$ cat config.mk
export PLATFORM = sky130hd
export DESIGN_NAME = sopc_run_ctrl
export DESIGN_NICKNAME = d
export VERILOG_FILES = /design/src/rtl/sopc_run_ctrl_pkg.sv /design/src/rtl/sopc_run_ctrl_sat_counter.sv /design/src/rtl/sopc_run_ctrl.sv
export SDC_FILE = /design/constraint.sdc
export NUM_CORES = 1
export LEC_CHECK = 0
export ABC_CLOCK_PERIOD_IN_PS = 6200
export CELL_PAD_IN_SITES_DETAIL_PLACEMENT = 0
export CELL_PAD_IN_SITES_GLOBAL_PLACEMENT = 2
export CORE_MARGIN = 2
export CORE_UTILIZATION = 37
export CTS_BUF_LIST = sky130_fd_sc_hd__clkbuf_4
export DETAILED_ROUTE_END_ITERATION = 8
export PLACE_DENSITY_LB_ADDON = 0.1
export SYNTH_ARGS = -nofsm -noshare
export SYNTH_HDL_FRONTEND = slang
export SYNTH_SLANG_ARGS = --single-unit
$ cat constraint.sdc
create_clock -name clk -period 6.2 [get_ports clk]
set_clock_uncertainty 0.05 [all_clocks]
set_input_delay 1.86 -clock clk [delete_from_list [all_inputs] [get_ports clk]]
set_output_delay 1.86 -clock clk [all_outputs]
set_load 0.02 [all_outputs]
$ cat src/rtl/sopc_run_ctrl_pkg.sv
// Shared definitions for the sopc run controller: reset polarity
// constants and the run-controller state encoding.
package sopc_run_ctrl_pkg;

  localparam logic RstEnable  = 1'b1;
  localparam logic RstDisable = 1'b0;

  typedef enum logic [1:0] {
    RunCtrlHold = 2'd0,
    RunCtrlRun  = 2'd1,
    RunCtrlHalt = 2'd2
  } run_state_t;

endpackage

$ cat src/rtl/sopc_run_ctrl_sat_counter.sv
// Saturating up-counter with synchronous clear and count enable.
// Used both as the reset-hold timer and as the executed-cycle counter.
module sat_counter
  import sopc_run_ctrl_pkg::*;
#(
  parameter int W = 32
) (
  input  logic         clk,
  input  logic         rst,
  input  logic         clr,
  input  logic         en,
  output logic [W-1:0] q
);

  // Count up while enabled, stick at all-ones instead of wrapping
  always_ff @(posedge clk) begin
    if (rst == RstEnable || clr) begin
      q <= '0;
    end else if (en && (q != {W{1'b1}})) begin
      q <= q + W'(1);
    end
  end

endmodule

$ cat src/rtl/sopc_run_ctrl.sv
// Run controller between board clock/reset and min_sopc: stretches the
// raw reset into a fixed-length core reset, enables the core while
// running, and halts it on request (or on the run-cycle limit when the
// SOPC_RUN_TIMEOUT_EN macro is defined), counting executed cycles.
module sopc_run_ctrl
  import sopc_run_ctrl_pkg::*;
#(
  parameter int HOLD_CYCLES = 10,
  parameter int RUN_CYCLES  = 100,
  parameter int CNT_W       = 32
) (
  input  logic             clk,
  input  logic             rst,
  input  logic             halt_req,
  input  logic             restart_req,
  output logic             core_rst,
  output logic             core_ce,
  output logic [CNT_W-1:0] run_cnt,
  output logic [1:0]       state,
  output logic             done
);

  run_state_t       cur_state;
  run_state_t       nxt_state;
  logic [CNT_W-1:0] hold_cnt;
  logic             hold_en;
  logic             hold_clr;
  logic             run_en;
  logic             run_clr;
  logic             hold_last;
  logic             timeout_en;
  logic             timeout;

`ifdef SOPC_RUN_TIMEOUT_EN
  assign timeout_en = 1'b1;
`else
  assign timeout_en = 1'b0;
`endif

  // Compare in 64 bits so a narrow counter never aliases a large limit
  assign hold_last = (64'(hold_cnt) == 64'(HOLD_CYCLES - 1));
  assign timeout   = timeout_en && (64'(run_cnt) == 64'(RUN_CYCLES - 1));

  sat_counter #(.W(CNT_W)) u_hold_cnt (
    .clk (clk),
    .rst (rst),
    .clr (hold_clr),
    .en  (hold_en),
    .q   (hold_cnt)
  );

  sat_counter #(.W(CNT_W)) u_run_cnt (
    .clk (clk),
    .rst (rst),
    .clr (run_clr),
    .en  (run_en),
    .q   (run_cnt)
  );

  // State register; raw reset always returns to the hold phase
  always_ff @(posedge clk) begin
    if (rst == RstEnable) begin
      cur_state <= RunCtrlHold;
    end else begin
      cur_state <= nxt_state;
    end
  end

  // Next-state: hold expires into run, halt/timeout stop, restart reruns
  always_comb begin
    nxt_state = cur_state;
    case (cur_state)
      RunCtrlHold: if (hold_last) nxt_state = RunCtrlRun;
      RunCtrlRun:  if (halt_req || timeout) nxt_state = RunCtrlHalt;
      RunCtrlHalt: if (restart_req) nxt_state = RunCtrlHold;
      default:     nxt_state = RunCtrlHold;
    endcase
  end

  // Outputs decoded from the state register only, plus counter controls
  always_comb begin
    core_rst = (cur_state == RunCtrlHold);
    core_ce  = (cur_state == RunCtrlRun);
    done     = (cur_state == RunCtrlHalt);
    state    = cur_state;
    hold_en  = (cur_state == RunCtrlHold);
    hold_clr = (cur_state != RunCtrlHold);
    run_en   = (cur_state == RunCtrlRun);
    run_clr  = (cur_state == RunCtrlHalt) && restart_req;
  end

endmodule
==> flow_metrics.py, run 1 <==
metrics = {
    "clock_tree": {
        "worstSkewPairLatency_ns": 0.41,
        "clk_pin_slew_ns": 0.11,
        "clockBufferDepth": 2,
        "cts.htree.levels": 3,
        "tritoncts": "yes",
        "cts_resized": 0,
        "post_cts.repair.setup_buffers": 0,
        "cts_hold_buf": 0,
        "cts-root-buf": "clkbuf_4",
        "clock_sinks": 66,
        "numCtsBuffers": 9,
    },
    "global_route": {
        "grt_pass1_wl_um": 15200,
        "grt_max_degree": 54,
        "antenna_found_initial": 0,
        "grt_usage_pct": 18.8,
        "grt_pass1_vias": 3083,
        "overflow": 0,
    },
    "synth": {
        "synthArstFlopShare_pct": 0,
        "ys_ff_latch": 66,
        "synth_most_common_cell": "dfxtp_1",
        "syn_inst": 414,
        "yosysWarnings": 0,
        "yosysSeqAreaShare_pct": 38.2,
        "syn_area_per_cell_um2": 8.37,
        "ys_types": 61,
        "synth_top_area_share_pct": 38.2,
        "mappedNetlistArea_mm2": 0.00346,
        "syn-num-nets": 421,
        "synth_largest_area_cell": "dfxtp_1",
        "netlist_top_cells_count": "66 x dfxtp_1, 39 x a21oi_1, 34 x nand2_1",
        "synth_ff_type": "dfxtp_1",
        "synth-edff-count": 0,
        "ys_top_cells_by_area": "dfxtp_1 38%, a21oi_1 5.6%, or3_1 3.8%",
    },
    "routing": {
        "route.detailed.drc": 0,
        "wl_per_cell_um": 16.3,
        "drt_iter0_drc": 86,
        "via_per_inst": 5.94,
        "wl_um": 9070,
        "drtPass1Iterations": 4,
        "vias": 3314,
        "ant_nets": 0,
    },
    "setup_path": {
        "startpoint_type": "flop",
        "cp.arrival_ns": 1.94,
        "required_ns": 4.29,
        "path_max_fanout": 7,
        "criticalPathCategory": "flop to output port",
        "end_kind": "output port",
    },
    "run": {
        "maxCapViolations": 0,
    },
    "final_layout": {
        "multiInputGateArea_mm2": 0.00199,
        "fillers": 934,
        "num_antenna_cells": 0,
        "finalNetCount": 450,
        "drive_above_1_share_pct": 8.72,
        "area_growth_pct": 15.8,
        "seqCellArea_mm2": 0.00132,
    },
    "timing": {
        "finalCriticalPeriod_ns": 3.85,
        "timing.final.crit_share_pct": 62.1,
        "tns_ns": 0,
        "max_freq_mhz": 260,
        "relSlewSlack_pct": 29.0,
        "tightest_slew_ns": 1.06,
        "hold_viol": 0,
        "holdWs_ns": 0.452,
        "drv_slew": 0,
        "rsz0062_at_grt": "false",
        "setup_viol": 0,
    },
    "power_and_ir_drop": {
        "netSwitchingPower_mw": 0.173,
        "swShare_pct": 23.9,
        "internal-power_mw": 0.549,
        "clkPwrFrac_pct": 38.3,
        "p_leak_nw": 1.26,
        "power_density_mw_per_mm2": 180,
        "peakVddDrop_mv": 0.110,
        "pwr-share-comb_pct": 2.5,
        "seqPwrFrac_pct": 59.2,
    },
    "place": {
        "gp_congestion": 0.866,
        "io_buffers": 40,
        "hpwl_um": 6220,
    },
    "floorplan": {
        "initial_core_util_pct": 37.8,
        "die_y_um": 101,
        "dieWidth_um": 101,
        "row_count": 35,
        "coreArea_mm2": 0.00915,
        "io_pins": 41,
        "die_area_mm2": 0.0102,
    },
    "min_path": {
        "hold_class": "flop to flop",
    },
    "run_status": {
        "status": "complete, no violations",
    },
}
[cell type report]
| type | count | area share [%] |
|---|---|---|
| Tap cell | 111 | 3.46 |
| Clock buffer | 9 | 1.69 |
| Sequential cell | 66 | 33.0 |
| Timing Repair Buffer | 42 | 10.4 |
| Clock inverter | 6 | 1.47 |
| Inverter | 5 | 0.468 |
| Multi-Input combinational cell | 319 | 49.6 |
[placed cells by master, fill, tap and decap left out, drive strengths merged, types with 3 or more instances in the layout]
cell and count:
nand4 20, mux2i 3, dfxtp 66, clkinv 3, o31ai 13, nor2 26
inv 5, a41o 3, or3 23, nand2 35, nand3 21, a31o 3
a21oi 39, o21ai 21, nor4 12, clkdlybuf4s50 40, a31oi 7, clkbuf 9
and4 8, ha 3, or4 16, xnor2 12, and3 11, nor3 3
a211oi 6, and2 5, nand2b 3
[metal layers]
metal	vias up	GRT usage (%)	routed length, um
met5	-	0	0
met4	0	5.90	80
met3	6	4.37	342
met2	68	33.2	4620
met1	1583	22.4	4030
li1	1657	-	-
[stage by stage]
stage          power (mW)  util [%]  instances  worst slack, ns  instance area (um2)
2_1_floorplan       0.449         -        414             3.26                 3460
3_3_place_gp        0.456      42.4        543             2.39                 3880
3_5_place_dp        0.456      42.4        543             2.36                 3880
4_1_cts             0.735      43.8        558             2.31                 4010
5_1_grt             0.758      43.8        558             2.25                 4010
6_report            0.722      43.8        558             2.35                 4010
[critical path: stages (launching register included)]
cell and delay [ns]:
dfxtp_1 0.47, or2b_2 0.36, inv_1 0.11, clkdlybuf4s50_1 0.61
[registers in the layout (all words and copies together), names as in the netlist]
register	flops
u_run_cnt.q	32
state	2
u_hold_cnt.q	32
[path summary, 6_finish.rpt]
path / startpoint / endpoint / slack [ns] / depth (start not counted)
setup / recovery: state[0] / core_ce / 2.35 / 3
hold reg to reg: u_run_cnt.q[31] / u_run_cnt.q[31] / 0.45 / 2
setup reg to reg: u_run_cnt.q[12] / u_run_cnt.q[11] / 3.55 / 5
hold / removal: u_run_cnt.q[31] / u_run_cnt.q[31] / 0.45 / 2
[power by group through the flow]
| stage | Clock (mW) | Combinational (mW) | Sequential, mW |
|---|---|---|---|
| finish | 0.277 | 0.0184 | 0.428 |
| global route | 0.308 | 0.0213 | 0.428 |
| CTS | 0.289 | 0.0190 | 0.428 |
| detailed placement | 0 | 0.0190 | 0.437 |
| global placement | 0 | 0.0191 | 0.437 |
| floorplan | 0 | 0.0123 | 0.437 |
[cells by family (layout without fill, tap and decap cells)]
kind of cell,count (synthesis),in the layout,share of synthesized area [%]
AO/OA/AOI/OAI,109,109,19.9
XOR/XNOR,13,13,3.29
adder cells (fa/ha/maj),3,3,1.08
buffers and inverters,29,62,4.44
flip-flops,66,66,38.2
multiplexers,3,3,0.867
AND/OR/NAND/NOR,191,191,32.3
Power figures use the tool's default switching activity.
==> inputs of run 2 (changes only) <==
- ABC_CLOCK_PERIOD_IN_PS: 6200 -> 3300
- CORE_UTILIZATION: 37 -> 31
- clock period: 6.2 -> 3.3 ns (I/O delays scaled with it)
==> run 2 against run 1 <==
Sequential share of layout area down 0.92 points. Setup slack lost 2.1 ns. Flip-flop and latch count unchanged. Die area is 19% higher. Routed wire length increased by 6.7%. Clock power grew 100%. Hold slack improved by 0.013 ns. Combinational power increased by 110%. Critical endpoint unchanged.
==> flow_metrics.py, run 2 (synthesis results as in run 1) <==
metrics = {
    "timing": {
        "hold_viol": 0,
        "drv_slew": 0,
        "timing.final.crit_share_pct": 91.1,
        "tightest_slew_ns": 0.770,
        "rsz0062_at_grt": "false",
        "tns_ns": 0,
        "setup_viol": 0,
        "finalCriticalPeriod_ns": 3.01,
        "relSlewSlack_pct": 48.7,
        "max_freq_mhz": 333,
    },
    "setup_path": {
        "r2r_end": "u_hold_cnt.q[31]",
        "path_buf_inv": 2,
        "criticalPathCategory": "flop to output port",
        "r2r-start": "u_hold_cnt.q[0]",
        "crit_chain": "or2b_2, inv_1, clkdlybuf4s50_1",
        "max_stage_delay_ns": 0.61,
        "cp.arrival_ns": 1.97,
        "crit_slowest_cell": "clkdlybuf4s50_1",
        "worst-r2r-cell-count": 6,
        "end_kind": "output port",
        "required_ns": 2.26,
        "path_max_fanout": 7,
        "path_delay_family": "buffers and inverters",
        "rrSetupSlack_ns": 0.84,
        "startpoint_type": "flop",
    },
    "floorplan": {
        "coreArea_mm2": 0.0109,
        "io_pins": 41,
        "initial_core_util_pct": 31.8,
        "dieWidth_um": 110,
        "row_count": 38,
        "die_area_mm2": 0.0120,
        "die_y_um": 110,
    },
    "clock_tree": {
        "post_cts.repair.setup_buffers": 0,
        "cts-root-buf": "clkbuf_4",
        "cts_hold_buf": 0,
        "clockBufferDepth": 2,
        "tritoncts": "yes",
        "clock_sinks": 66,
        "worstSkewPairLatency_ns": 0.44,
        "cts.htree.levels": 3,
        "clk_pin_slew_ns": 0.11,
        "numCtsBuffers": 9,
        "cts_resized": 0,
    },
    "power_and_ir_drop": {
        "netSwitchingPower_mw": 0.331,
        "clkPwrFrac_pct": 39.7,
        "p_leak_nw": 1.32,
        "pwr-share-comb_pct": 2.7,
        "swShare_pct": 23.7,
        "internal-power_mw": 1.06,
        "peakVddDrop_mv": 0.218,
        "seqPwrFrac_pct": 57.6,
        "power_density_mw_per_mm2": 338,
    },
    "min_path": {
        "hold_depth": 2,
        "hold_class": "flop to flop",
        "min-delay-start": "u_hold_cnt.q[21]",
        "min_to": "u_hold_cnt.q[21]",
    },
    "routing": {
        "via_per_inst": 5.59,
        "ant_nets": 0,
        "drt_iter0_drc": 131,
        "wl_um": 9680,
        "wl_per_cell_um": 16.2,
        "vias": 3329,
        "route.detailed.drc": 0,
        "drtPass1Iterations": 4,
    },
    "run": {
        "maxCapViolations": 0,
    },
    "final_layout": {
        "finalNetCount": 458,
        "drive_above_1_share_pct": 10.3,
        "layout_commonest_cell": "dfxtp_1",
        "final_cell_mix": "66 x dfxtp_1, 40 x clkdlybuf4s50_1, 39 x a21oi_1",
        "final_util_pct": 37.9,
        "fin_cells": 596,
        "num_antenna_cells": 0,
        "area_growth_pct": 19.1,
    },
    "global_route": {
        "overflow": 0,
        "grt_max_degree": 33,
        "grt_usage_pct": 17.1,
        "grt_pass1_wl_um": 15800,
        "antenna_found_initial": 0,
        "grt_pass1_vias": 3124,
    },
    "place": {
        "hpwl_um": 6840,
        "gp_congestion": 0.756,
        "io_buffers": 40,
        "dpl.cell_count": 580,
    },
    "run_status": {
        "status": "complete, no violations",
    },
}
[run 2: cell count changes in the layout (fill, tap and decap cells not counted)]
cell / change
clkinv_1: +1
clkinv_2: -1
buf_12: +1
clkbuf_4: +3
buf_4: +7
clkinvlp_4: -2
[run 2: final cells by class]
class | instances | area, um2
multi-input cells | 319 | 1990
fillers | 1158 | 6760
repair buffers | 50 | 488
clock inverters | 4 | 42.5
inverters | 5 | 18.8
clock buffers | 12 | 90.1
flip-flops and latches | 66 | 1320
well taps | 140 | 175
[run 2: through the flow]
step,instance area [um2],hold slack [ns],setup WS [ns],total power [mW]
3_3_place_gp,3990,0.430,0.528,0.861
2_1_floorplan,3460,0.402,1.06,0.844
3_5_place_dp,3990,0.444,0.485,0.861
4_1_cts,4120,0.466,0.250,1.42
6_report,4120,0.464,0.293,1.39
5_1_grt,4120,0.485,0.183,1.46
[run 2: worst max path at each step]
| stage | from | to | slack [ns] | cells after the start |
|---|---|---|---|---|
| global route | state[0] | core_ce | 0.18 | 3 |
| global placement | rst | u_hold_cnt.q[1] | 0.53 | 4 |
| detailed placement | rst | u_hold_cnt.q[1] | 0.48 | 4 |
| CTS | state[0] | core_ce | 0.25 | 3 |
| floorplan | u_run_cnt.q[1] | u_run_cnt.q[31] | 1.06 | 6 |
| finish | state[0] | core_ce | 0.29 | 3 |
[run 2: tightest hold or removal path, stage by stage, from the launching register on]
cell and delay [ns]:
dfxtp_1 0.35, o31ai_1 0.07, a21oi_1 0.06
[run 2: power groups by stage]
stage	clock (mW)	combinational, mW	sequential [mW]
2_1_floorplan	0	0.0230	0.821
3_3_place_gp	0	0.0390	0.822
3_5_place_dp	0	0.0393	0.822
4_1_cts	0.578	0.0397	0.804
5_1_grt	0.606	0.0448	0.804
6_report	0.553	0.0383	0.803
[run 2: routing by layer]
layer  vias up  wire [um]  track usage (%)
met4         0        165             7.32
li1       1671          -                -
met5         -          0                0
met2        50       4920             30.1
met3        13        264             3.14
met1      1595       4330             20.2
==> inputs of run 3 (changes only) <==
- ABC_AREA: default -> 1
- CORE_UTILIZATION: 31 -> 29
==> run 3 against run 2 <==
Maximum frequency grew 7.8%. Hold slack gained 0.0044 ns. Sequential power about the same. Die area rose by 38%. Synthesized cell count rose by 78%. Flip-flop and latch count stayed put. Critical path type unchanged. Critical endpoint unchanged. Highest routed layer unchanged.
==> flow_metrics.py, run 3 <==
metrics = {
    "timing": {
        "drv_slew": 0,
        "tightest_slew_ns": 0.470,
        "timing.final.crit_share_pct": 84.5,
        "hold_viol": 0,
        "setup_viol": 0,
        "relSlewSlack_pct": 68.6,
        "fin_ws_ns": 0.510,
        "rsz0062_at_grt": "false",
        "tns_ns": 0,
        "max_freq_mhz": 358,
        "finalCriticalPeriod_ns": 2.79,
    },
    "clock_tree": {
        "tritoncts": "yes",
        "numCtsBuffers": 9,
        "cts.htree.levels": 3,
        "worstSkewPairLatency_ns": 0.45,
        "post_cts.repair.setup_buffers": 0,
        "clockBufferDepth": 2,
        "cts_hold_buf": 0,
        "cts_resized": 0,
        "clk_pin_slew_ns": 0.11,
        "cts-root-buf": "clkbuf_4",
        "clock_sinks": 66,
    },
    "routing": {
        "vias": 4521,
        "route.detailed.drc": 0,
        "via_per_inst": 4.65,
        "drtPass1Iterations": 4,
        "ant_nets": 0,
        "wl_um": 14000,
        "drt_iter0_drc": 233,
        "wl_per_cell_um": 14.4,
    },
    "synth": {
        "mappedNetlistArea_mm2": 0.00453,
        "synth_largest_area_cell": "dfxtp_1",
        "syn_area_per_cell_um2": 6.13,
        "synth_most_common_cell": "nand2_1",
        "synth-edff-count": 0,
        "syn-num-nets": 745,
        "synth_top_area_share_pct": 29.2,
        "synth_ff_type": "dfxtp_1",
        "synthArstFlopShare_pct": 0,
        "ys_ff_latch": 66,
        "ys_top_cells_by_area": "dfxtp_1 29%, nand2_1 22%, nor2_1 11%",
        "yosysSeqAreaShare_pct": 29.2,
        "syn_inst": 738,
        "netlist_top_cells_count": "266 x nand2_1, 137 x nor2_1, 71 x inv_1",
        "ys_types": 29,
        "yosysWarnings": 0,
    },
    "setup_path": {
        "criticalPathCategory": "flop to output port",
        "cp.arrival_ns": 1.75,
        "end_kind": "output port",
        "required_ns": 2.26,
        "path_max_fanout": 11,
        "startpoint_type": "flop",
    },
    "final_layout": {
        "finalNetCount": 785,
        "area_growth_pct": 14.7,
        "final_area_mm2": 0.00519,
        "layout_commonest_cell": "nand2_1",
        "fillers": 1724,
        "final_util_pct": 34.1,
        "final_cell_mix": "266 x nand2_1, 137 x nor2_1, 71 x inv_1",
        "drive_above_1_share_pct": 10.1,
    },
    "place": {
        "io_buffers": 40,
        "pre_cts_ws_ns": 0.829,
        "hpwl_um": 10700,
        "gp_congestion": 0.837,
        "place_area_mm2": 0.00505,
    },
    "power_and_ir_drop": {
        "finalPower_mw": 1.43,
        "peakVddDrop_mv": 0.227,
        "p_leak_nw": 1.82,
        "power_density_mw_per_mm2": 275,
    },
    "global_route": {
        "grt_max_degree": 30,
        "antenna_found_initial": 1,
        "overflow": 0,
        "grt_pass1_wl_um": 22800,
        "grt_usage_pct": 17.8,
        "grt_pass1_vias": 4340,
    },
    "run": {
        "maxCapViolations": 0,
    },
    "min_path": {
        "hold_class": "flop to flop",
    },
    "floorplan": {
        "die_area_mm2": 0.0166,
        "initial_core_util_pct": 29.8,
        "row_count": 45,
        "coreArea_mm2": 0.0152,
        "dieWidth_um": 129,
        "die_y_um": 129,
        "io_pins": 41,
    },
    "run_status": {
        "status": "complete, no violations",
    },
}
## run 3: cell count changes after synthesis, moves of 16 or more
cell | before | now
inv_1 | 5 | 71
a21oi_1 | 39 | 21
a21oi_2 | 0 | 24
xor2_1 | 1 | 17
nand2_1 | 34 | 266
or3_1 | 21 | 0
nor2_1 | 26 | 137
## run 3: per-layer routing
metal  GRT usage [%]  part of all wire, %  up-vias
met1            19.4                   41     2064
met2            33.6                   53       63
met3            3.99                  2.8       21
met4            6.39                  2.7        0
li1                -                    -     2373
met5               0                    0        -
## run 3: cell families (layout without fill, tap and decap cells)
group	Yosys count	count (layout)	share of synthesized area, %
buffers and inverters	90	135	9.43
adder cells (fa/ha/maj)	3	3	0.830
flip-flops	66	66	29.2
AND/OR/NAND/NOR	498	498	47.4
XOR/XNOR	26	26	5.03
AO/OA/AOI/OAI	55	55	8.13
other	0	2	0
## run 3: worst paths after layout
| path | startpoint | endpoint | slack, ns | cells after the start |
|---|---|---|---|---|
| hold / removal | u_hold_cnt.q[8] | u_hold_cnt.q[8] | 0.47 | 2 |
| setup reg to reg | u_hold_cnt.q[0] | u_hold_cnt.q[28] | 0.92 | 10 |
| setup / recovery | state[0] | core_ce | 0.51 | 4 |
| hold reg to reg | u_hold_cnt.q[8] | u_hold_cnt.q[8] | 0.47 | 2 |
## run 3: layout make-up
cell class / instances / area [um2] / share of cell area [%]
inverter: 74 / 278 / 5.35
sequential: 66 / 1320 / 25.5
clock inverter: 4 / 42.5 / 0.819
timing repair buffer: 45 / 438 / 8.44
clock buffer: 12 / 90.1 / 1.74
multi-input combinational: 582 / 2780 / 53.6
antenna: 2 / 5.00 / 0.0964
tap: 188 / 235 / 4.53
## run 3: critical path, stage by stage (launching register included)
cell and delay (ns):
dfxtp_1 0.37, inv_1 0.06, nor2_1 0.08, buf_4 0.19, clkdlybuf4s50_1 0.62
## run 3: power by group
group,internal [mW],leakage (nW),switching (mW),total [mW]
Combinational,0.0150,1.21,0.0330,0.0480
Clock,0.251,0.0764,0.323,0.574
Sequential,0.800,0.532,0.00440,0.804
Total,1.07,1.82,0.361,1.43
## run 3: metrics by stage
stage,hold slack [ns],instances
3_3_place_gp,0.449,955
6_report,0.469,973
4_1_cts,0.469,971
2_1_floorplan,0.420,738
3_5_place_dp,0.451,955
5_1_grt,0.504,973
